==> config.mk <==
export PLATFORM = sky130hd
export DESIGN_NAME = pc_unit_flat
export DESIGN_NICKNAME = d
export VERILOG_FILES = /design/src/rtl/pc_pkg.sv /design/src/rtl/pc_unit_if.sv /design/src/rtl/pc_unit_ras_stack.sv /design/src/rtl/pc_unit.sv /design/src/flat_wrapper.sv
export SDC_FILE = /design/constraint.sdc
export NUM_CORES = 1
export LEC_CHECK = 0
export CAP_MARGIN = 20
export CORE_MARGIN = 8
export CORE_UTILIZATION = 50
export CTS_CLUSTER_SIZE = 10
export DETAILED_ROUTE_END_ITERATION = 8
export PLACE_DENSITY = 0.77
export SETUP_SLACK_MARGIN = 0.4
export SYNTH_ARGS = -nofsm -noshare
export SYNTH_HDL_FRONTEND = slang
export SYNTH_HIERARCHICAL = 1
export SYNTH_SLANG_ARGS = --single-unit
==> constraint.sdc <==
create_clock -name clk -period 3.2 [get_ports clk]
set_input_delay 0.48 -clock clk [delete_from_list [all_inputs] [get_ports clk]]
set_output_delay 0.48 -clock clk [all_outputs]
set_load 0.01 [all_outputs]
==> src/rtl/pc_pkg.sv <==
// rtl/pc_pkg.sv - shared condition-code encoding and defaults for the PC unit.
package pc_pkg;

  typedef enum logic [2:0] {
    EQ = 3'd0,
    NE = 3'd1,
    LT = 3'd2,
    GE = 3'd3,
    CS = 3'd4,
    CC = 3'd5,
    AL = 3'd6,
    NV = 3'd7
  } cond_e;

  localparam int RESET_VEC_DEFAULT = 0;

  function automatic logic cond_true(input cond_e cond, input logic zero, input logic neg,
                                     input logic carry);
    logic res;
    res = 1'b0;
    case (cond)
      EQ: res = zero;
      NE: res = ~zero;
      LT: res = neg;
      GE: res = ~neg;
      CS: res = carry;
      CC: res = ~carry;
      AL: res = 1'b1;
      NV: res = 1'b0;
      default: res = 1'b0;
    endcase
    return res;
  endfunction

endpackage

==> src/rtl/pc_unit_if.sv <==
// rtl/pc_unit_if.sv - control/flag strobes in, fetch address and RAS status out.
interface pc_unit_if #(
  parameter int ADDR_W = 16
);
  logic              inc_en;
  logic              pc_write;
  logic              br_en;
  logic [2:0]        br_cond;
  logic              zero;
  logic              neg;
  logic              carry;
  logic              call;
  logic              ret;
  logic [ADDR_W-1:0] target;
  logic [ADDR_W-1:0] pc_out;
  logic              redirect;
  logic              ras_empty;
  logic              ras_full;
  logic              ras_ovf;
  logic              ras_unf;

  modport master (
    output inc_en, pc_write, br_en, br_cond, zero, neg, carry, call, ret, target,
    input  pc_out, redirect, ras_empty, ras_full, ras_ovf, ras_unf
  );

  modport slave (
    input  inc_en, pc_write, br_en, br_cond, zero, neg, carry, call, ret, target,
    output pc_out, redirect, ras_empty, ras_full, ras_ovf, ras_unf
  );
endinterface

==> src/rtl/pc_unit_ras_stack.sv <==
// rtl/pc_unit_ras_stack.sv - circular return-address LIFO; a push when full
// overwrites the oldest entry and keeps the count saturated.
module ras_stack #(
  parameter int W     = 16,
  parameter int DEPTH = 4
) (
  input  logic         clk,
  input  logic         reset,
  input  logic         push,
  input  logic         pop,
  input  logic [W-1:0] push_data,
  output logic [W-1:0] top,
  output logic         empty,
  output logic         full,
  output logic         ovf_evt,
  output logic         unf_evt
);
  localparam int PW = $clog2(DEPTH);
  localparam int CW = $clog2(DEPTH + 1);
  localparam logic [PW-1:0] LAST_PTR = PW'(DEPTH - 1);
  localparam logic [CW-1:0] FULL_CNT = CW'(DEPTH);

  logic [W-1:0]  mem [DEPTH];
  logic [PW-1:0] wr_ptr;
  logic [PW-1:0] top_ptr;
  logic [PW-1:0] next_ptr;
  logic [CW-1:0] count;

  // wr_ptr names the next free slot, so the top lives one slot behind it.
  assign top_ptr  = (wr_ptr == '0) ? LAST_PTR : wr_ptr - 1'b1;
  assign next_ptr = (wr_ptr == LAST_PTR) ? '0 : wr_ptr + 1'b1;
  assign top      = mem[top_ptr];
  assign empty    = (count == '0);
  assign full     = (count == FULL_CNT);
  assign ovf_evt  = push & full;
  assign unf_evt  = pop & ~push & empty;

  always_ff @(posedge clk) begin
    if (reset) begin
      wr_ptr <= '0;
      count  <= '0;
    end else if (push) begin
      wr_ptr <= next_ptr;
      if (!full) count <= count + 1'b1;
    end else if (pop && !empty) begin
      wr_ptr <= top_ptr;
      count  <= count - 1'b1;
    end
  end

  always_ff @(posedge clk) begin
    if (push) mem[wr_ptr] <= push_data;
  end
endmodule

==> src/rtl/pc_unit.sv <==
// rtl/pc_unit.sv - program counter with priority load mux, branch conditions,
// return-address stack and sticky stack-error flags.
module pc_unit
  import pc_pkg::*;
#(
  parameter int                ADDR_W    = 16,
  parameter int                INC       = 1,
  parameter logic [ADDR_W-1:0] RESET_VEC = ADDR_W'(RESET_VEC_DEFAULT),
  parameter int                RAS_DEPTH = 4
) (
  input logic       clk,
  input logic       reset,
  pc_unit_if.slave  bus
);
  logic [ADDR_W-1:0] pc;
  logic [ADDR_W-1:0] pc_next;
  logic [ADDR_W-1:0] pc_seq;
  logic [ADDR_W-1:0] ras_top;
  logic              redirect;
  logic              redirect_next;
  logic              ovf;
  logic              unf;
  logic              do_call;
  logic              do_ret;
  logic              taken;
  logic              ras_empty;
  logic              ras_full;
  logic              ovf_evt;
  logic              unf_evt;

  // call together with ret is illegal and must leave the stack untouched.
  assign do_call = bus.call & ~bus.ret;
  assign do_ret  = bus.ret & ~bus.call;
  assign pc_seq  = pc + ADDR_W'(INC);
  assign taken   = bus.pc_write |
                   (bus.br_en & cond_true(cond_e'(bus.br_cond), bus.zero, bus.neg, bus.carry));

  ras_stack #(
    .W     (ADDR_W),
    .DEPTH (RAS_DEPTH)
  ) u_ras (
    .clk       (clk),
    .reset     (reset),
    .push      (do_call),
    .pop       (do_ret),
    .push_data (pc_seq),
    .top       (ras_top),
    .empty     (ras_empty),
    .full      (ras_full),
    .ovf_evt   (ovf_evt),
    .unf_evt   (unf_evt)
  );

  always_comb begin
    pc_next       = pc;
    redirect_next = 1'b0;
    if (bus.call && bus.ret) begin
      redirect_next = redirect;
    end else if (do_ret) begin
      if (!ras_empty) begin
        pc_next       = ras_top;
        redirect_next = 1'b1;
      end
    end else if (do_call || taken) begin
      pc_next       = bus.target;
      redirect_next = 1'b1;
    end else if (bus.inc_en) begin
      pc_next = pc_seq;
    end
  end

  always_ff @(posedge clk) begin
    if (reset) begin
      pc       <= RESET_VEC;
      redirect <= 1'b0;
      ovf      <= 1'b0;
      unf      <= 1'b0;
    end else begin
      pc       <= pc_next;
      redirect <= redirect_next;
      if (ovf_evt) ovf <= 1'b1;
      if (unf_evt) unf <= 1'b1;
    end
  end

  assign bus.pc_out    = pc;
  assign bus.redirect  = redirect;
  assign bus.ras_empty = ras_empty;
  assign bus.ras_full  = ras_full;
  assign bus.ras_ovf   = ovf;
  assign bus.ras_unf   = unf;
endmodule
==> src/flat_wrapper.sv <==
// flat-port wrapper written by rule: the top's interface ports become plain ports
module pc_unit_flat import pc_pkg::*;
#(
  parameter int                ADDR_W    = 16,
  parameter int                INC       = 1,
  parameter logic [ADDR_W-1:0] RESET_VEC = ADDR_W'(RESET_VEC_DEFAULT),
  parameter int                RAS_DEPTH = 4
)
  (clk, reset, bus_inc_en, bus_pc_write, bus_br_en, bus_br_cond, bus_zero, bus_neg, bus_carry, bus_call, bus_ret, bus_target, bus_pc_out, bus_redirect, bus_ras_empty, bus_ras_full, bus_ras_ovf, bus_ras_unf);
  pc_unit_if #(.ADDR_W(ADDR_W)) bus_i ();
  input logic clk;
  input logic reset;
  input wire logic [$bits(bus_i.inc_en)-1:0] bus_inc_en;
  input wire logic [$bits(bus_i.pc_write)-1:0] bus_pc_write;
  input wire logic [$bits(bus_i.br_en)-1:0] bus_br_en;
  input wire logic [$bits(bus_i.br_cond)-1:0] bus_br_cond;
  input wire logic [$bits(bus_i.zero)-1:0] bus_zero;
  input wire logic [$bits(bus_i.neg)-1:0] bus_neg;
  input wire logic [$bits(bus_i.carry)-1:0] bus_carry;
  input wire logic [$bits(bus_i.call)-1:0] bus_call;
  input wire logic [$bits(bus_i.ret)-1:0] bus_ret;
  input wire logic [$bits(bus_i.target)-1:0] bus_target;
  output wire logic [$bits(bus_i.pc_out)-1:0] bus_pc_out;
  output wire logic [$bits(bus_i.redirect)-1:0] bus_redirect;
  output wire logic [$bits(bus_i.ras_empty)-1:0] bus_ras_empty;
  output wire logic [$bits(bus_i.ras_full)-1:0] bus_ras_full;
  output wire logic [$bits(bus_i.ras_ovf)-1:0] bus_ras_ovf;
  output wire logic [$bits(bus_i.ras_unf)-1:0] bus_ras_unf;
  assign bus_i.inc_en = bus_inc_en;
  assign bus_i.pc_write = bus_pc_write;
  assign bus_i.br_en = bus_br_en;
  assign bus_i.br_cond = bus_br_cond;
  assign bus_i.zero = bus_zero;
  assign bus_i.neg = bus_neg;
  assign bus_i.carry = bus_carry;
  assign bus_i.call = bus_call;
  assign bus_i.ret = bus_ret;
  assign bus_i.target = bus_target;
  assign bus_pc_out = bus_i.pc_out;
  assign bus_redirect = bus_i.redirect;
  assign bus_ras_empty = bus_i.ras_empty;
  assign bus_ras_full = bus_i.ras_full;
  assign bus_ras_ovf = bus_i.ras_ovf;
  assign bus_ras_unf = bus_i.ras_unf;
  pc_unit #(.ADDR_W(ADDR_W), .INC(INC), .RESET_VEC(RESET_VEC), .RAS_DEPTH(RAS_DEPTH)) u_core (.clk(clk), .reset(reset), .bus(bus_i));
endmodule
# Word level (Yosys, flattened, before mapping)
# Memory sizes are Yosys's and may differ from the RTL's.
# Index checks and enable logic that the tools add are counted.
dict set report op_classes {
  add_sub_neg 5
  n_eq_ne 11
  mux 17
  bitwise_logic 14
  n_reduce_logical 11
}
# operator count
set ops {}
lappend ops {{16-bit 2-to-1 mux} 4}
lappend ops {{16-bit by 1-bit adder with 16-bit output (second input constant)} 1}
lappend ops {{3-bit == test (second input constant)} 5}
lappend ops {{3-bit 2-to-1 mux} 3}
lappend ops {{2-bit 2-to-1 mux} 4}
lappend ops {{1-bit one-hot mux with 8 select lines} 1}
lappend ops {{1-bit NOT} 7}
lappend ops {{1-bit AND} 6}
lappend ops {{3-bit by 2-bit == test with 1-bit output (second input constant)} 2}
lappend ops {{3-bit logical NOT} 2}
lappend ops {{1-bit 2-to-1 mux} 5}
lappend ops {{2-bit != test (second input constant)} 2}
lappend ops {{3-bit by 1-bit adder with 3-bit output (second input constant)} 1}
lappend ops {{3-bit by 1-bit == test with 1-bit output (second input constant)} 1}
lappend ops {{3-bit AND reduction} 1}
lappend ops {{3-bit nonzero test} 1}
lappend ops {{3-bit by 1-bit subtractor with 3-bit output (second input constant)} 1}
lappend ops {{2-bit by 1-bit adder with 2-bit output (second input constant)} 1}
lappend ops {{2-bit == test (second input constant)} 1}
lappend ops {{1-bit logical AND} 2}
lappend ops {{2-bit logical NOT} 1}
lappend ops {{2-bit AND reduction} 1}
lappend ops {{2-bit nonzero test} 1}
lappend ops {{2-bit by 1-bit subtractor with 2-bit output (second input constant)} 1}
lappend ops {{other kinds (3)} 3}
dict set report totals {
  register_bits 24
  ramBits 64
  inputBits 29
  out_inout_bits 21
  word_cells 65
  mem_count 1
}
# memory words word_bits rd rd_ports_with_merged_regs wr line
set mem_list {}
lappend mem_list {u_core.u_ras.mem 4 16 1 0 1 pc_unit_ras_stack.sv:23} ;# logic [W-1:0] mem [DEPTH];

# Logic depth before layout (Yosys ltp)
dict set report logic_depth {
  ltp_word 7
  depth_mapped 8
  depth_no_buf 8
}

# By module
# Netlist, hierarchy kept.
# mod instances cells_per_inst area_per_inst_um2 seq_area_each_um2
set by_module_without_submodules {}
lappend by_module_without_submodules {ras_stack 1 134 2772.7 2021.9}
lappend by_module_without_submodules {pc_unit 1 181 1367.6 380.4}

# Least setup slack after synthesis
# Ideal clock, no wire load.
dict set report synth_path {
  path_type {in2reg}
  from {input bus_br_cond[1]}
  to {register u_core.pc[1] (netlist: u_core/bus.pc_out[1])}
  setup_ns 0.133
  arrival_ns 1.900
  required_time_ns 3.067
  path_slack_ns 1.167
  cell_stages 7
  path_buffers 1
  cell_sequence {nor3_1 -> and4b_1 -> a211oi_2 -> nand2_1 -> buf_2 -> a221oi_1 -> o32ai_1}
}
dict set report synth_via {
  elab_chain_len 7
  word_cells_on_any_way 16
  classes_between {eq/ne (7); mux (3); bitwise (2); reduce/logical (4)}
}
# item line
set synth_lines {}
lappend synth_lines {{start: declaration} flat_wrapper.sv:16} ;# input wire logic [$bits(bus_i.br_cond)-1:0] bus_br_cond;
lappend synth_lines {{3-bit == test, or another cell as far along} pc_pkg.sv:21} ;# case (cond)
lappend synth_lines {{1-bit one-hot mux with 8 select lines *} pc_pkg.sv:21}
lappend synth_lines {{1-bit AND *} pc_unit.sv:36} ;# (bus.br_en & cond_true(cond_e'(bus.br_cond), bus.zero, bus.neg, bus.carry));
lappend synth_lines {{1-bit bitwise OR *} pc_unit.sv:35} ;# assign taken = bus.pc_write |
lappend synth_lines {{1-bit logical OR *} pc_unit.sv:64} ;# end else if (do_call || taken) begin
lappend synth_lines {{3-bit nonzero test (no source line) / 16-bit 2-to-1 mux (equally long branches)} -}
lappend synth_lines {{3-bit AND reduction (no source line) / 16-bit 2-to-1 mux (equally long branches)} -}
lappend synth_lines {{end signal: assignment} pc_unit.sv:79} ;# pc <= pc_next;
lappend synth_lines {{end: declaration} pc_unit.sv:15} ;# logic [ADDR_W-1:0] pc;
# Mark *: on every way between the ends. The rest lies on a longest branch, timed or not.
# A chain may end at the register's enable or synchronous reset.

# Worst setup path after layout
# Ends and elaborated chain as after synthesis.

==> results.yml <==
drt:
  drc_errors: 0
  vias: 2810
  firstDrtPassIters: 4
  wl_per_cell_um: 19.3
  dr.first_iter.drc_count: 206
  ant_nets: 0
  drt_wl_total_um: 9340
  vias_per_cell: 5.81
final_layout:
  fin_util_pct: 61.6
  final_cell_mix: "edfxtp_1, clkdlybuf4s50_1, nor2_1"
  syn2layout_area_growth_pct: 21.0
  layout_commonest_cell: "edfxtp_1"
  layout.cells.non_filler: 484
  final_area_um2: 5010
  drive_above_1_share_pct: 16.4
  nNetsFinal: 410
  antenna_cells: 0
setup_path:
  arrival_ns: 2.69
  r2r_end: "u_core/bus.pc_out[1]"
  endpoint_kind: "register"
  rr_startpoint: "u_core/u_ras/wr_ptr[0]"
  reg2regPathDepth: 8
  worst_path_largest_cell_delay_ns: 0.53
  worstPathRequired_ns: 3.42
  crit_slowest_cell: "a211oi_2"
  crit_fanout: 13
  r2r_setup_slack_ns: 0.95
  start_kind: "input port"
  worstPathCellList: "clkdlybuf4s50_1 > mux2i_1 > xnor2_1 > a211oi_2 > nand2_1 > buf_4 > a221oi_1 > o32ai_1"
  crit_type: "in2reg"
min_path:
  hold_path_depth: 2
  hold_path_class: "reg2reg"
  min_to: "u_core/bus.ras_ovf"
  min_from: "u_core/bus.ras_ovf"
power:
  power.density_nw_per_um2: 519
  p_leak_nw: 1.77
  p_total_mw: 2.60
  vdd_drop_max_mv: 0.256
placed_design:
  gp_congestion: 0.768
  port-buffer-count: 49
  dp.cells: 468
  post-dp-hpwl_um: 6510
  place_area_um2: 4800
  dp_slack_ns: 0.238
synthesis:
  synthFlopType: "edfxtp_1"
  ys_ff_latch: 88
  synthDistinctLibCells: 47
  yosys_warnings: 6
  synth_edf_count: 64
  ys_seq_area_share_pct: 58.0
  syn-num-nets: 351
  async_flop_share_pct: 0
  syn-cell-area_um2: 4140
  synth_cells: 315
  avgSynthCellArea_um2: 13.1
global_route:
  grt_start_max_net_pins: 18
  antenna_found_initial: 0
  grt_pass1_vias: 2933
  overflow: 0
  grt_usage_pct: 17.4
  grt_pass1_wl_um: 15400
sta:
  skew_ns: 0.00666
  max_freq_mhz: 405
  setup_slack_ns: 0.730
  finalHoldViolCount: 0
  tns_ns: 0
  final_max_slew_viol_count: 0
  worst_pin_slew_ns: 0.581
  holdWs_ns: 0.482
  fin_crit_sh_pct: 77.2
  slew_headroom_pct: 61.1
  rsz0062_at_grt: "false"
  min_period_ns: 2.47
  setup_viol: 0
clock_network:
  clockRootBuffer: "clkbuf_8"
  clk_path_buf_depth: 2
  clock_latency_ns: 0.35
  path_clk_slew_ns: 0.09
  cts_tree: "yes"
  clock_sinks: 88
  cts-htree-levels: 3
  cts_inserted_buffers: 9
  postCtsHoldBufs: 0
die:
  chipHeight_um: 107
  die_w_um: 107
  floorplan.initialDensity_pct: 50.9
  io_pins: 50
  dieArea_um2: 11400
  core_area_um2: 8130
  rows: 33
outcome:
  status: "completed"
flow_run:
  cap_violations: 0
logic make-up after synthesis:
kind of cell,count (synthesis),share of synthesized area (%)
and+or+nand+nor,109,13.7
muxes,18,9.73
adders and majority gates,7,2.30
DFF,88,58.0
buffers and inverters,25,2.84
AOI/OAI and AO/OA,51,9.85
xor gates and xnor gates,17,3.60
worst max path at each step:
stage                         startpoint                    end  slack [ns]  cells past startpoint
after CTS                 bus_br_cond[1]  u_core/bus.pc_out[10]        0.61                      8
after detailed placement  bus_br_cond[1]  u_core/bus.pc_out[10]        0.24                      8
after floorplan           bus_br_cond[1]   u_core/bus.pc_out[1]        1.17                      7
final                     bus_br_cond[1]   u_core/bus.pc_out[1]        0.73                      8
after global placement    bus_br_cond[1]   u_core/bus.pc_out[5]        0.36                      8
after global routing      bus_br_cond[1]   u_core/bus.pc_out[1]        0.58                      8
critical path, delay by kind of cell:
family	cells	cell delay (ns)
buffers and inverters	2	0.72
xor gates and xnor gates	1	0.13
muxes	1	0.24
and+or+nand+nor	1	0.11
AOI/OAI and AO/OA	3	1.00
state kept, by name, indices dropped and copies added (netlist names):
signal	cells
u_core/u_ras/mem	64
u_core/bus.pc_out	16
u_core/bus.redirect	1
u_core/u_ras/count	3
u_core/bus.ras_unf	1
u_core/bus.ras_ovf	1
u_core/u_ras/wr_ptr	2
layout make-up:
cell class	instances	area [um2]
Fill cell	662	3130
Sequential cell	88	2400
Multi-Input combinational cell	202	1640
Timing Repair Buffer	62	601
Tap cell	105	131
Clock buffer	9	124
Clock inverter	7	71.3
Inverter	11	41.3
power by group:
part	switching (mW)	total (mW)	internal (mW)
Combinational	0.246	0.477	0.231
Sequential	0.0599	1.37	1.31
Clock	0.394	0.755	0.361
metal layers:
layer  global-route usage, %  vias to the layer above  routed length, um
met4                    6.23                        0                 89
li1                        -                     1321                  -
met2                    27.1                      112               4530
met1                    23.4                     1369               3980
met5                       0                        -                  0
met3                    3.78                        8                734
synth_stat cells (5+ instances only):
master | instances | area (um2)
clkbuf_1 | 7 | 26.3
dfxtp_1 | 24 | 480
a311oi_1 | 15 | 131
and3_1 | 8 | 50.1
or2_2 | 12 | 75.1
nor2_1 | 31 | 116
buf_2 | 6 | 30.0
inv_1 | 8 | 30.0
nand3_1 | 6 | 30.0
edfxtp_1 | 64 | 1920
mux4_1 | 6 | 158
o211ai_1 | 14 | 105
xnor2_1 | 5 | 43.8
nand2_1 | 22 | 82.6
ha_1 | 6 | 75.1
nand2b_1 | 5 | 31.3
nor3_1 | 5 | 25.0
xor2_1 | 12 | 105
mux4_2 | 10 | 225
and2_1 | 6 | 37.5
repair_timing:
item / CTS / global route
setup buffers: 0 / 0
setup endpoints to repair: 0 / 1
resized for setup: 0 / 1
No activity file was read; power rests on OpenSTA's default activity.
